===== src/rtl/io_pkg.sv =====
// Shared definitions for the memory-mapped input capture block.
// Latency: n/a (package only).
// Backpressure: n/a (package only).
package io_pkg;

    // Bank width and the folded change-flag width per bank
    localparam int IO_W    = 32;
    localparam int IO_HALF = 16;

    // Register offsets, selected by rd_addr[3:2]
    localparam logic [1:0] IO_OFS_SW    = 2'd0;
    localparam logic [1:0] IO_OFS_PORT  = 2'd1;
    localparam logic [1:0] IO_OFS_FLAGS = 2'd2;
    localparam logic [1:0] IO_OFS_CNT   = 2'd3;

    // Sticky change flags as seen in the flags register (port in the upper half)
    typedef struct packed {
        logic [IO_HALF-1:0] port_chg;
        logic [IO_HALF-1:0] sw_chg;
    } io_flags_t;

    // Fold a 32-bit delta into 16 flag bits: bit i covers inputs i and i+16
    function automatic logic [IO_HALF-1:0] io_fold(input logic [IO_W-1:0] v);
        return v[IO_W-1:IO_HALF] | v[IO_HALF-1:0];
    endfunction

endpackage


===== src/rtl/io_debounce_bank.sv =====
// Synchroniser + debouncer for one 32-bit raw input bank.
// Latency: a held raw change lands in stable SYNC_STAGES+DEBOUNCE_CYCLES edges after the first sampling edge.
// Backpressure: none; delta is a single-cycle pulse that the consumer must take on the update edge.
//
// Ports:
//   clk_i   core clock
//   rst_n   asynchronous active-low reset
//   raw     asynchronous input bits
//   stable  last accepted (debounced) bank value
//   delta   stable ^ synced on the edge where stable updates, zero otherwise
module io_debounce_bank
    import io_pkg::*;
#(
    parameter int SYNC_STAGES     = 2,
    parameter int DEBOUNCE_CYCLES = 4
) (
    input  logic            clk_i,
    input  logic            rst_n,
    input  logic [IO_W-1:0] raw,
    output logic [IO_W-1:0] stable,
    output logic [IO_W-1:0] delta
);

    localparam int DB_W = (DEBOUNCE_CYCLES > 1) ? $clog2(DEBOUNCE_CYCLES) : 1;
    localparam logic [DB_W-1:0] DB_LAST = DB_W'(DEBOUNCE_CYCLES - 1);

    logic [IO_W-1:0] sync_q [SYNC_STAGES];
    logic [IO_W-1:0] synced;
    logic [IO_W-1:0] synced_prev;
    logic [DB_W-1:0] db_cnt;
    logic            settled;
    logic            accept;

    always_ff @(posedge clk_i or negedge rst_n) begin
        if (!rst_n) begin
            for (int i = 0; i < SYNC_STAGES; i++) begin
                sync_q[i] <= '0;
            end
        end else begin
            sync_q[0] <= raw;
            for (int i = 1; i < SYNC_STAGES; i++) begin
                sync_q[i] <= sync_q[i-1];
            end
        end
    end

    assign synced = sync_q[SYNC_STAGES-1];

    // Counting only runs while the synced value holds still and differs from
    // what is already accepted; any movement restarts the window.
    assign settled = (synced == synced_prev) && (synced != stable);
    assign accept  = settled && (db_cnt == DB_LAST);
    assign delta   = accept ? (stable ^ synced) : '0;

    always_ff @(posedge clk_i or negedge rst_n) begin
        if (!rst_n) begin
            synced_prev <= '0;
            stable      <= '0;
            db_cnt      <= '0;
        end else begin
            synced_prev <= synced;
            if (accept) begin
                stable <= synced;
                db_cnt <= '0;
            end else if (settled) begin
                db_cnt <= db_cnt + DB_W'(1);
            end else begin
                db_cnt <= '0;
            end
        end
    end

endmodule


===== src/rtl/io_input_capture.sv =====
// Memory-mapped switch/port input peripheral with sticky change flags, event counter and change irq.
// Latency: read data and rd_valid_o one cycle after rd_req_i; irq_o one cycle after a flag changes.
// Backpressure: none; a read may be accepted every cycle and its response is always returned next cycle.
//
// Ports:
//   clk_i / rst_n     core clock, asynchronous active-low reset (release expected synchronous to clk_i)
//   input_switch_i    raw switch bank
//   input_port_i      raw input port
//   rd_req_i          read strobe, one word per cycle
//   rd_addr_i         byte offset; [3:2] picks switch / port / flags (read-to-clear) / event counter
//   rd_data_o         read data, held between responses
//   rd_valid_o        read response strobe
//   irq_o             registered OR of all change flags
module io_input_capture
    import io_pkg::*;
#(
    parameter int SYNC_STAGES     = 2,
    parameter int DEBOUNCE_CYCLES = 4,
    parameter int CNT_W           = 32
) (
    input  logic            clk_i,
    input  logic            rst_n,
    input  logic [IO_W-1:0] input_switch_i,
    input  logic [IO_W-1:0] input_port_i,
    input  logic            rd_req_i,
    input  logic [3:0]      rd_addr_i,
    output logic [IO_W-1:0] rd_data_o,
    output logic            rd_valid_o,
    output logic            irq_o
);

    logic [IO_W-1:0]  sw_stable;
    logic [IO_W-1:0]  sw_delta;
    logic [IO_W-1:0]  port_stable;
    logic [IO_W-1:0]  port_delta;

    io_flags_t        flags_q;
    io_flags_t        flags_set;
    io_flags_t        flags_nxt;
    logic             flags_clr;
    logic             bank_upd;
    logic [CNT_W-1:0] ev_cnt;

    logic [1:0]       rd_sel;
    logic [IO_W-1:0]  rd_mux;
    logic             addr_unused;

    io_debounce_bank #(
        .SYNC_STAGES     (SYNC_STAGES),
        .DEBOUNCE_CYCLES (DEBOUNCE_CYCLES)
    ) u_sw_bank (
        .clk_i  (clk_i),
        .rst_n  (rst_n),
        .raw    (input_switch_i),
        .stable (sw_stable),
        .delta  (sw_delta)
    );

    io_debounce_bank #(
        .SYNC_STAGES     (SYNC_STAGES),
        .DEBOUNCE_CYCLES (DEBOUNCE_CYCLES)
    ) u_port_bank (
        .clk_i  (clk_i),
        .rst_n  (rst_n),
        .raw    (input_port_i),
        .stable (port_stable),
        .delta  (port_delta)
    );

    assign rd_sel      = rd_addr_i[3:2];
    assign addr_unused = ^rd_addr_i[1:0];

    // A flags read clears the old flags, but a delta landing on that same
    // edge is ORed in afterwards so it survives for the next read.
    assign flags_clr          = rd_req_i && (rd_sel == IO_OFS_FLAGS);
    assign flags_set.port_chg = io_fold(port_delta);
    assign flags_set.sw_chg   = io_fold(sw_delta);
    assign flags_nxt          = (flags_clr ? io_flags_t'('0) : flags_q) | flags_set;

    // One event per edge with any accepted update, even if both banks move.
    assign bank_upd = (|sw_delta) || (|port_delta);

    always_comb begin
        rd_mux = '0;
        case (rd_sel)
            IO_OFS_SW:    rd_mux = sw_stable;
            IO_OFS_PORT:  rd_mux = port_stable;
            IO_OFS_FLAGS: rd_mux = flags_q;
            IO_OFS_CNT:   rd_mux = IO_W'(ev_cnt);
            default:      rd_mux = '0;
        endcase
    end

    always_ff @(posedge clk_i or negedge rst_n) begin
        if (!rst_n) begin
            flags_q    <= '0;
            ev_cnt     <= '0;
            irq_o      <= 1'b0;
            rd_valid_o <= 1'b0;
            rd_data_o  <= '0;
        end else begin
            flags_q    <= flags_nxt;
            irq_o      <= |flags_q;
            rd_valid_o <= rd_req_i;
            if (bank_upd) begin
                ev_cnt <= ev_cnt + CNT_W'(1);
            end
            if (rd_req_i) begin
                rd_data_o <= rd_mux;
            end
        end
    end

endmodule


===== config.mk =====
export PLATFORM = sky130hd
export DESIGN_NAME = io_input_capture
export DESIGN_NICKNAME = d
export VERILOG_FILES = /design/src/rtl/io_pkg.sv /design/src/rtl/io_debounce_bank.sv /design/src/rtl/io_input_capture.sv
export SDC_FILE = /design/constraint.sdc
export NUM_CORES = 1
export LEC_CHECK = 0
export ABC_AREA = 1
export CORE_UTILIZATION = 59
export DETAILED_ROUTE_END_ITERATION = 6
export MAX_ROUTING_LAYER = met4
export PLACE_DENSITY = 0.78
export SYNTH_ARGS = -nofsm -noshare
export SYNTH_HDL_FRONTEND = slang
export SYNTH_SLANG_ARGS = --single-unit

===== constraint.sdc =====
create_clock -name clk_i -period 2.1 [get_ports clk_i]
set_input_delay 0.21 -clock clk_i [delete_from_list [all_inputs] [get_ports clk_i]]
set_output_delay 0.21 -clock clk_i [all_outputs]
set_load 0.05 [all_outputs]

==> impl_metrics.tcl, run 1 <==
set metrics [dict create \
    status "complete, no violations" \
    synth.area.top_cells "dfrtp_1, nand2_1, inv_1" \
    switchingPower_mw 3.51 \
    syn_nets 1791 \
    tightest_slew_ns 0.552 \
    max-cap-violations 0 \
    path_max_fanout 7 \
    ir_worst_vdd_uv 897 \
    fin_nets 1939 \
    stdcell_area_um2 18100 \
    netlist_instances 1717 \
    timing.final.ws_setup_ns 0.0901 \
    syn_area_per_cell_um2 8.70 \
    dp.cells 2138 \
    die_area_um2 26000 \
    syn_to_final_growth_pct 21.4 \
    ys_ff_latch 358 \
    power.share.clock_pct 46.3 \
    clock_latency_ns 0.53 \
    hold_class "in -> reg" \
    diodes 0 \
    power.share.switching_pct 23.0 \
    period_needed_ns 2.01 \
    ios 105 \
    hold_viol_final 0 \
    grt_usage_pct 31.8 \
    max_freq_mhz 498 \
    fin_hold_ws_ns 0.109 \
    routed-via-count 11876 \
    dpl_cell_area_um2 16600 \
    comb_power_share_pct 6.0 \
    first_iter_violations 1130 \
    fp-row-count 57 \
    dpl_worst_slack_ns 0.0931 \
    crit_path_start_kind "flip-flop" \
    start_util_pct 60.7 \
    drcViolationCount 0 \
    yosysSeqAreaShare_pct 60.0 \
    yosysTopAreaCell "dfrtp_1" \
    ant_nets 0 \
    wl_per_cell_um 17.5 \
    worstPathRequired_ns 2.52 \
    grt_pass1_wl_um 61200 \
    power.total_mw 15.2 \
    tns_ns 0 \
    cp-end-kind "flip-flop" \
    grt_max_degree 68 \
    cts.sinks 358 \
    intPower_mw 11.7 \
    seqPwrFrac_pct 47.7 \
    drive_gt1_share_pct 9.66 \
    cts_root_buffer "clkbuf_16" \
    p_leak_nw 8.89 \
    fin_crit_sh_pct 95.7 \
    finClkSkew_ns 0.0225 \
    overflow 0 \
    hpwl_um 27500 \
    cts_buffer_depth 3 \
    mostFrequentLayoutCells "nand2_1, dfrtp_1, inv_1" \
    viasPerCell 5.35 \
    synthesis.area_um2 14900 \
    instances_no_fill 2218 \
    drt_first_pass_iters 6 \
    antenna_found_initial 0 \
    cts_tree "built" \
    port_buffers 102 \
    grt_pass1_vias 11683 \
    crit_arrival_ns 2.43 \
    cellPowerDensity_nw_per_um2 841 \
    core_um2 24600 \
    synth_top_area_share_pct 60.0 \
    fin_util_pct 73.7 \
    critPathKind "reg -> reg" \
    die_h_um 161 \
    setup_viol 0 \
    rsz0062_at_grt "true" \
    slew_viol_final 0 \
    htreeDepth 2 \
    timing.slew.headroom_pct 63.1 \
    clkTransAtPathRegs_ns 0.06 \
    fp.dieW_um 161 \
    cts_buffers 37 \
    routabilityCongestion 0.929 \
    layout_commonest_cell "nand2_1" \
    synthDistinctLibCells 32 \
    synth_warnings 0 \
    routed_wl_um 38800 \
]
flip-flops by register name, indices dropped and copies added (netlist names):
register	count
ev_cnt	32
flags_q	32
irq_o	1
rd_data_o	32
rd_valid_o	1
u_port_bank.db_cnt	2
u_port_bank.stable	32
u_port_bank.sync_q	32
u_port_bank.synced	32
u_port_bank.synced_prev	32
u_sw_bank.db_cnt	2
u_sw_bank.stable	32
u_sw_bank.sync_q	32
u_sw_bank.synced	32
u_sw_bank.synced_prev	32
layout make-up:
class / instances / area (um^2)
clock buffers: 47 / 1030
inverters: 191 / 717
multi-input cells: 1121 / 5120
clock inverters: 21 / 302
flip-flops and latches: 358 / 8970
repair buffers: 156 / 1580
well taps: 324 / 405
fillers: 1769 / 6480
per-layer routing:
metal	share of wire (%)	vias up	GRT usage, %
met5	0	-	-
met4	4.5	0	13.1
met3	6.8	92	3.60
met1	42	5711	42.4
li1	-	5610	-
met2	47	463	50.0
cells in the mapped netlist:
library cell	number
nand4_1	7
clkbuf_2	1
buf_2	15
nor4_1	9
nor2_2	4
a221oi_1	20
buf_4	2
nor2_4	1
nor2_1	99
dfrtp_1	358
a21oi_1	12
or2_2	1
nor3b_1	2
inv_2	23
clkinv_1	1
o21ai_1	58
nand3_1	46
nor3_1	11
nand3_2	1
nand2_1	725
xor2_1	36
xnor2_1	26
and3_1	1
nand3_4	1
a22o_1	1
clkbuf_1	24
ha_1	3
nand2_2	2
buf_6	6
a41oi_1	11
o21ai_0	43
inv_1	167
power groups by stage:
stage,sequential [mW],combinational (mW),clock (mW)
CTS,7.27,0.898,7.15
global route,7.29,1.01,7.42
floorplan,7.42,0.338,0
global placement,7.37,0.859,0
detailed placement,7.39,0.885,0
finish,7.27,0.908,7.06
timing repair:
action                                  4_1_cts  5_1_grt
endpoints found under the hold margin        45        0
buffers inserted                              0        9
gates resized for setup                       0       35
hold buffers                                  1        0
endpoints found under the setup margin        0      118
critical path, stage by stage (launching register included):
cell,delay (ns)
dfrtp_1,0.39
inv_1,0.08
nand2_1,0.06
nand2_1,0.08
nor2_2,0.15
nand2_1,0.08
nor2_2,0.12
nand2_2,0.08
nor2_4,0.21
nand3_4,0.18
buf_4,0.19
buf_4,0.15
nand2_1,0.05
o21ai_1,0.06
path summary, 6_finish.rpt:
path                                                startpoint                          endpoint  slack [ns]  cells past startpoint
worst max register to register  u_sw_bank.synced[13]$_DFF_PN0_  u_sw_bank.stable[30]$_DFFE_PN0N_        0.09                     13
max in group asynchronous                                rst_n             ev_cnt[6]$_DFFE_PN0P_        1.15                      3
worst max-delay path            u_sw_bank.synced[13]$_DFF_PN0_  u_sw_bank.stable[30]$_DFFE_PN0N_        0.09                     13
worst min register to register  u_sw_bank.sync_q[37]$_DFF_PN0_     u_sw_bank.synced[5]$_DFF_PN0_        0.34                      0
worst min-delay path                          input_port_i[26]  u_port_bank.sync_q[58]$_DFF_PN0_        0.11                      1
min in group asynchronous                                rst_n    u_sw_bank.synced[10]$_DFF_PN0_        0.20                      2
cell families after synthesis:
family / after synthesis / synth area share [%]
AO/OA/AOI/OAI: 145 / 5.66
XOR/XNOR: 62 / 3.64
adder cells (fa/ha/maj): 3 / 0.251
buffers and inverters: 239 / 6.49
flip-flops: 358 / 60.0
AND/OR/NAND/NOR: 910 / 24.0
No activity file was read; power rests on OpenSTA's default activity.
==> run 2: changes to the inputs <==
--- a/config.mk
+++ b/config.mk
@@ -6,6 +6,7 @@
 export NUM_CORES = 1
 export LEC_CHECK = 0
 export ABC_AREA = 1
+export CORE_ASPECT_RATIO = 1.1
 export CORE_UTILIZATION = 59
 export DETAILED_ROUTE_END_ITERATION = 6
 export MAX_ROUTING_LAYER = met4
==> run 2 against run 1 <==
  * Die area is essentially flat
  * Worst setup slack got worse by 0.022 ns
  * Wire length up 2.8%
  * Clock skew is 0.0052 ns lower
  * Register-to-register slack lost 0.02 ns
  * Final cell count shrank 0.50%
  * Critical path type unchanged
  * Critical endpoint is now flags_q[26]$_DFF_PN0_
  * Largest cell class unchanged
==> impl_metrics.tcl, run 2 (synthesis results as in run 1) <==
set metrics [dict create \
    max_freq_mhz 492 \
    cts.sinks 358 \
    routabilityCongestion 0.933 \
    reg2reg_depth 13 \
    hold_viol_final 0 \
    drt_first_pass_iters 7 \
    instances_no_fill 2207 \
    htreeDepth 2 \
    worstPathRequired_ns 2.57 \
    hold_path_depth 1 \
    core_um2 24600 \
    r2r_setup_slack_ns 0.07 \
    die_area_um2 26000 \
    first_iter_violations 942 \
    cellPowerDensity_nw_per_um2 821 \
    cts_buffers 37 \
    drive_gt1_share_pct 10.2 \
    mostFrequentLayoutCells "nand2_1, dfrtp_1, inv_1" \
    period_needed_ns 2.03 \
    cts_root_buffer "clkbuf_16" \
    min_to "u_sw_bank.sync_q[61]$_DFF_PN0_" \
    grt_pass1_wl_um 61200 \
    fin_nets 1946 \
    routed-via-count 11828 \
    clock_latency_ns 0.53 \
    fp.dieW_um 154 \
    port_buffers 102 \
    viasPerCell 5.36 \
    timing.rr.start "u_port_bank.synced[6]$_DFF_PN0_" \
    ir_worst_vdd_uv 1050 \
    path_max_fanout 14 \
    setup_viol 0 \
    wl_per_cell_um 18.1 \
    grt_max_degree 69 \
    ant_nets 0 \
    syn_to_final_growth_pct 21.6 \
    tightest_slew_ns 0.516 \
    nFillCells 1805 \
    drcViolationCount 0 \
    fp-row-count 60 \
    layout_commonest_cell "nand2_1" \
    fin_crit_sh_pct 96.7 \
    cts_buffer_depth 3 \
    max-cap-violations 0 \
    ios 105 \
    finClkSkew_ns 0.0173 \
    start_util_pct 60.7 \
    p_leak_nw 8.93 \
    r2r_end "flags_q[26]$_DFF_PN0_" \
    clkTransAtPathRegs_ns 0.06 \
    timing.slew.headroom_pct 65.5 \
    overflow 0 \
    antenna_found_initial 1 \
    cp-end-kind "flip-flop" \
    rsz0062_at_grt "true" \
    fin_util_pct 73.8 \
    die_h_um 169 \
    cts_tree "built" \
    routed_wl_um 39900 \
    crit_arrival_ns 2.50 \
    slew_viol_final 0 \
    tns_ns 0 \
    critPathKind "reg -> reg" \
    hold_start "input_switch_i[29]" \
    grt_pass1_vias 11416 \
    status "complete, no violations" \
    hpwl_um 28000 \
    grt_usage_pct 32.1 \
    hold_class "in -> reg" \
    dp.cells 2129 \
    crit_path_start_kind "flip-flop" \
]
[run 2: cell types whose count changed in the layout (fill, tap and decap cells not counted), sizes merged]
cell      delta
buf          +4
bufinv       -1
clkbuf       +3
clkinv       -1
clkinvlp     -4
diode        +1
inv          +1
[run 2: area by class of cell]
| type | instances | area [um^2] | share of cell area, % |
|---|---|---|---|
| diodes | 1 | 2.50 | 0.0138 |
| multi-input cells | 1121 | 5140 | 28.3 |
| inverters | 191 | 719 | 3.96 |
| repair buffers | 163 | 1710 | 9.43 |
| clock buffers | 47 | 993 | 5.47 |
| clock inverters | 16 | 234 | 1.29 |
| flip-flops and latches | 358 | 8970 | 49.4 |
| well taps | 310 | 388 | 2.14 |
[run 2: worst max path at each step]
stage	from	end	slack (ns)	cells past startpoint
final	u_port_bank.synced[6]$_DFF_PN0_	flags_q[26]$_DFF_PN0_	0.07	13
after global routing	u_port_bank.synced[6]$_DFF_PN0_	flags_q[19]$_DFF_PN0_	-0.03	13
after CTS	u_sw_bank.synced[16]$_DFF_PN0_	ev_cnt[10]$_DFFE_PN0P_	0.04	13
after detailed placement	u_sw_bank.synced[23]$_DFF_PN0_	flags_q[15]$_DFF_PN0_	0.08	12
after global placement	u_sw_bank.synced[23]$_DFF_PN0_	flags_q[15]$_DFF_PN0_	0.16	12
after floorplan	ev_cnt[0]$_DFFE_PN0P_	ev_cnt[30]$_DFFE_PN0P_	0.45	11
[run 2: per-layer routing]
| metal | global-route usage (%) | vias up | routed length, um |
|---|---|---|---|
| met5 | - | - | 0 |
| met4 | 11.0 | 0 | 1270 |
| met3 | 5.17 | 78 | 2610 |
| met2 | 51.6 | 446 | 19200 |
| met1 | 41.9 | 5683 | 16800 |
| li1 | - | 5621 | - |
[run 2: per-stage QoR]
stage | hold WS, ns | setup WS, ns | instance area (um^2) | power (mW)
after floorplan | -0.0856 | 0.446 | 14900 | 7.76
after global placement | 0.158 | 0.163 | 16600 | 8.25
after detailed placement | 0.165 | 0.0765 | 16600 | 8.29
after CTS | 0.101 | 0.0394 | 17800 | 15.0
after global routing | 0.0983 | -0.0268 | 18200 | 15.4
final | 0.114 | 0.0686 | 18200 | 14.9
[run 2: repair_timing]
item,in CTS,in global routing
hold buffers,1,0
setup endpoints to repair,41,101
hold endpoints to repair,50,0
cloned,1,6
resized for setup,3,50
pin swaps,0,18
buffers inserted,0,6
[run 2: where the power goes]
| group | internal, mW | switching [mW] | total, mW |
|---|---|---|---|
| sequential | 7.11 | 0.160 | 7.27 |
| clock | 3.99 | 2.71 | 6.70 |
| combinational | 0.348 | 0.578 | 0.926 |
| total | 11.4 | 3.45 | 14.9 |
[run 2: worst max-delay path, stage by stage (launching register included)]
cell,delay (ns)
dfrtp_1,0.44
inv_1,0.10
nand2_1,0.07
nand2_1,0.05
nor2_1,0.10
nand2_1,0.06
nor2_1,0.20
nand2_1,0.09
nor2_2,0.16
nand3_4,0.20
inv_1,0.12
buf_4,0.19
nand2_1,0.11
nand2_1,0.06
==> run 3: changes to the inputs <==
--- a/config.mk
+++ b/config.mk
@@ -11,6 +11,7 @@
 export DETAILED_ROUTE_END_ITERATION = 6
 export MAX_ROUTING_LAYER = met4
 export PLACE_DENSITY = 0.78
+export SKIP_LAST_GASP = 1
 export SYNTH_ARGS = -nofsm -noshare
 export SYNTH_HDL_FRONTEND = slang
 export SYNTH_SLANG_ARGS = --single-unit
==> constraint.sdc (replaced) <==
create_clock -name clk_i -period 1.89 [get_ports clk_i]
set_input_delay 0.189 -clock clk_i [delete_from_list [all_inputs] [get_ports clk_i]]
set_output_delay 0.189 -clock clk_i [all_outputs]
set_load 0.05 [all_outputs]
==> run 3 against run 2 <==
  * The run now ends with setup timing left
  * Final area increased by 11%
  * Clock skew decreased by 0.0048 ns
  * Wire length increased by 14%
  * Worst hold slack worse by 0.022 ns
  * Register-to-register slack worse by 0.36 ns
  * Final cell count increased by 6.8%
  * First-iteration DRC count grew 32%
  * Via count grew 9.9%
  * Sequential power rose by 11%
  * Worst setup slack worse by 0.36 ns
  * Largest cell class unchanged
  * Highest routed layer unchanged
==> impl_metrics.tcl, run 3 (synthesis results as in run 1) <==
set metrics [dict create \
    status "finished with violations" \
    violations "setup timing" \
    htreeDepth 2 \
    routed-via-count 12997 \
    ios 105 \
    drive_gt1_share_pct 21.9 \
    grt_pass1_vias 12514 \
    fp.dieW_um 154 \
    first_iter_violations 1242 \
    antenna_found_initial 0 \
    cp-end-kind "flip-flop" \
    routed_wl_um 45700 \
    dp.cells 2251 \
    start_util_pct 60.7 \
    port_buffers 102 \
    seqPwrFrac_pct 47.7 \
    period_needed_ns 2.18 \
    hpwl_um 29300 \
    hold_viol_final 0 \
    power.share.clock_pct 45.1 \
    critPathKind "reg -> reg" \
    cts.sinks 358 \
    fin_crit_sh_pct 115 \
    max_freq_mhz 458 \
    fin_nets 2096 \
    p_leak_nw 10.5 \
    wl_per_cell_um 19.4 \
    tns_ns -15.70 \
    die_area_um2 26000 \
    hold_class "in -> reg" \
    finClkSkew_ns 0.0125 \
    cellPowerDensity_nw_per_um2 843 \
    max-cap-violations 0 \
    ir_worst_vdd_uv 899 \
    crit_path_start_kind "flip-flop" \
    timing.slew.headroom_pct 64.1 \
    viasPerCell 5.51 \
    ant_nets 0 \
    comb_power_share_pct 7.2 \
    drcViolationCount 0 \
    core_um2 24600 \
    cts_buffers 38 \
    instances_no_fill 2358 \
    overflow 0 \
    mostFrequentLayoutCells "nand2_1, dfrtp_1, buf_4" \
    clock_latency_ns 0.53 \
    path_max_fanout 8 \
    clkTransAtPathRegs_ns 0.06 \
    worstPathRequired_ns 2.30 \
    cts_root_buffer "clkbuf_16" \
    fp-row-count 60 \
    timing.final.ws_setup_ns -0.292 \
    cts_buffer_depth 3 \
    power.share.switching_pct 23.4 \
    switchingPower_mw 3.97 \
    drt_first_pass_iters 6 \
    setup_viol 122 \
    grt_pass1_wl_um 67200 \
    die_h_um 169 \
    intPower_mw 13.0 \
    crit_arrival_ns 2.59 \
    grt_usage_pct 34.9 \
    syn_to_final_growth_pct 34.8 \
    grt_max_degree 49 \
    cts_tree "built" \
    slew_viol_final 0 \
    rsz0062_at_grt "true" \
    diodes 0 \
    layout_commonest_cell "nand2_1" \
    tightest_slew_ns 0.537 \
    routabilityCongestion 0.952 \
    fin_util_pct 81.8 \
]
==> run 3: cell types whose count changed in the layout (fill, tap and decap cells not counted), moves of 25 or more <==
cell             before  now
nand2_1             711  649
nand2_4               1   26
dlymetal6s2s_1        0   30
buf_4                40  165
clkdlybuf4s50_1     101   71
nand2_2              14   51
==> run 3: path summary, 6_finish.rpt <==
check,end,slack (ns),cells after the start,startpoint
worst min-delay path,u_port_bank.sync_q[59]$_DFF_PN0_,0.09,1,input_port_i[27]
max in group asynchronous,u_sw_bank.synced[17]$_DFF_PN0_,0.92,4,rst_n
worst max register to register,u_sw_bank.stable[30]$_DFFE_PN0N_,-0.29,14,u_sw_bank.synced[24]$_DFF_PN0_
worst min register to register,u_sw_bank.synced[25]$_DFF_PN0_,0.35,0,u_sw_bank.sync_q[57]$_DFF_PN0_
min in group asynchronous,u_sw_bank.synced[8]$_DFF_PN0_,0.15,2,rst_n
worst max-delay path,u_sw_bank.stable[30]$_DFFE_PN0N_,-0.29,14,u_sw_bank.synced[24]$_DFF_PN0_
==> run 3: what timing repair did <==
| action | 4_1_cts | 5_1_grt |
|---|---|---|
| gates cloned | 4 | 11 |
| gates resized for setup | 59 | 181 |
| hold buffers | 1 | 0 |
| endpoints found under the setup margin | 143 | 157 |
| hold endpoints to repair | 255 | 0 |
| setup buffers | 10 | 15 |
| pin swaps | 9 | 24 |
==> run 3: power by group through the flow <==
stage                     registers [mW]  clock network (mW)  logic [mW]
after global placement              8.19                   0        1.09
after detailed placement            8.21                   0        1.12
final                               8.09                7.66        1.22
after global routing                8.11                8.04        1.33
after floorplan                     8.25                   0       0.375
after CTS                           8.08                7.71        1.16
==> run 3: cell type report <==
type | instances | area, um^2
well taps | 310 | 388
repair buffers | 311 | 3200
clock buffers | 51 | 1080
multi-input cells | 1120 | 5520
inverters | 191 | 729
clock inverters | 15 | 208
fillers | 1376 | 4490
repair inverters | 2 | 32.5
flip-flops and latches | 358 | 8970
==> run 3: through the flow <==
step / hold slack (ns) / power [mW] / area [um^2] / worst slack [ns]
after global placement: 0.105 / 9.28 / 17600 / -0.0670
after detailed placement: 0.107 / 9.33 / 17600 / -0.142
after CTS: 0.0788 / 16.9 / 19200 / -0.0746
after floorplan: -0.107 / 8.62 / 14900 / 0.236
after global routing: 0.0829 / 17.5 / 20100 / -0.342
final: 0.0922 / 17.0 / 20100 / -0.292
==> run 3: per-layer routing <==
metal / track usage [%] / vias up / wire, um
met5: - / - / 0
met1: 44.4 / 6263 / 17600
li1: - / 5928 / -
met4: 14.1 / 0 / 2280
met2: 56.8 / 665 / 22100
met3: 4.86 / 141 / 3700
==> run 3: critical path, stage by stage (launching register included) <==
cell and delay [ns]:
dfrtp_2 0.44, inv_1 0.09, nand2_1 0.09, nand2_1 0.08, nor2_1 0.14, nand2_1 0.09
nor2_2 0.16, nand2_2 0.09, nor2_4 0.13, nand3_4 0.13, buf_12 0.16, buf_8 0.13
clkbuf_16 0.17, nand2_1 0.08, o21ai_1 0.07
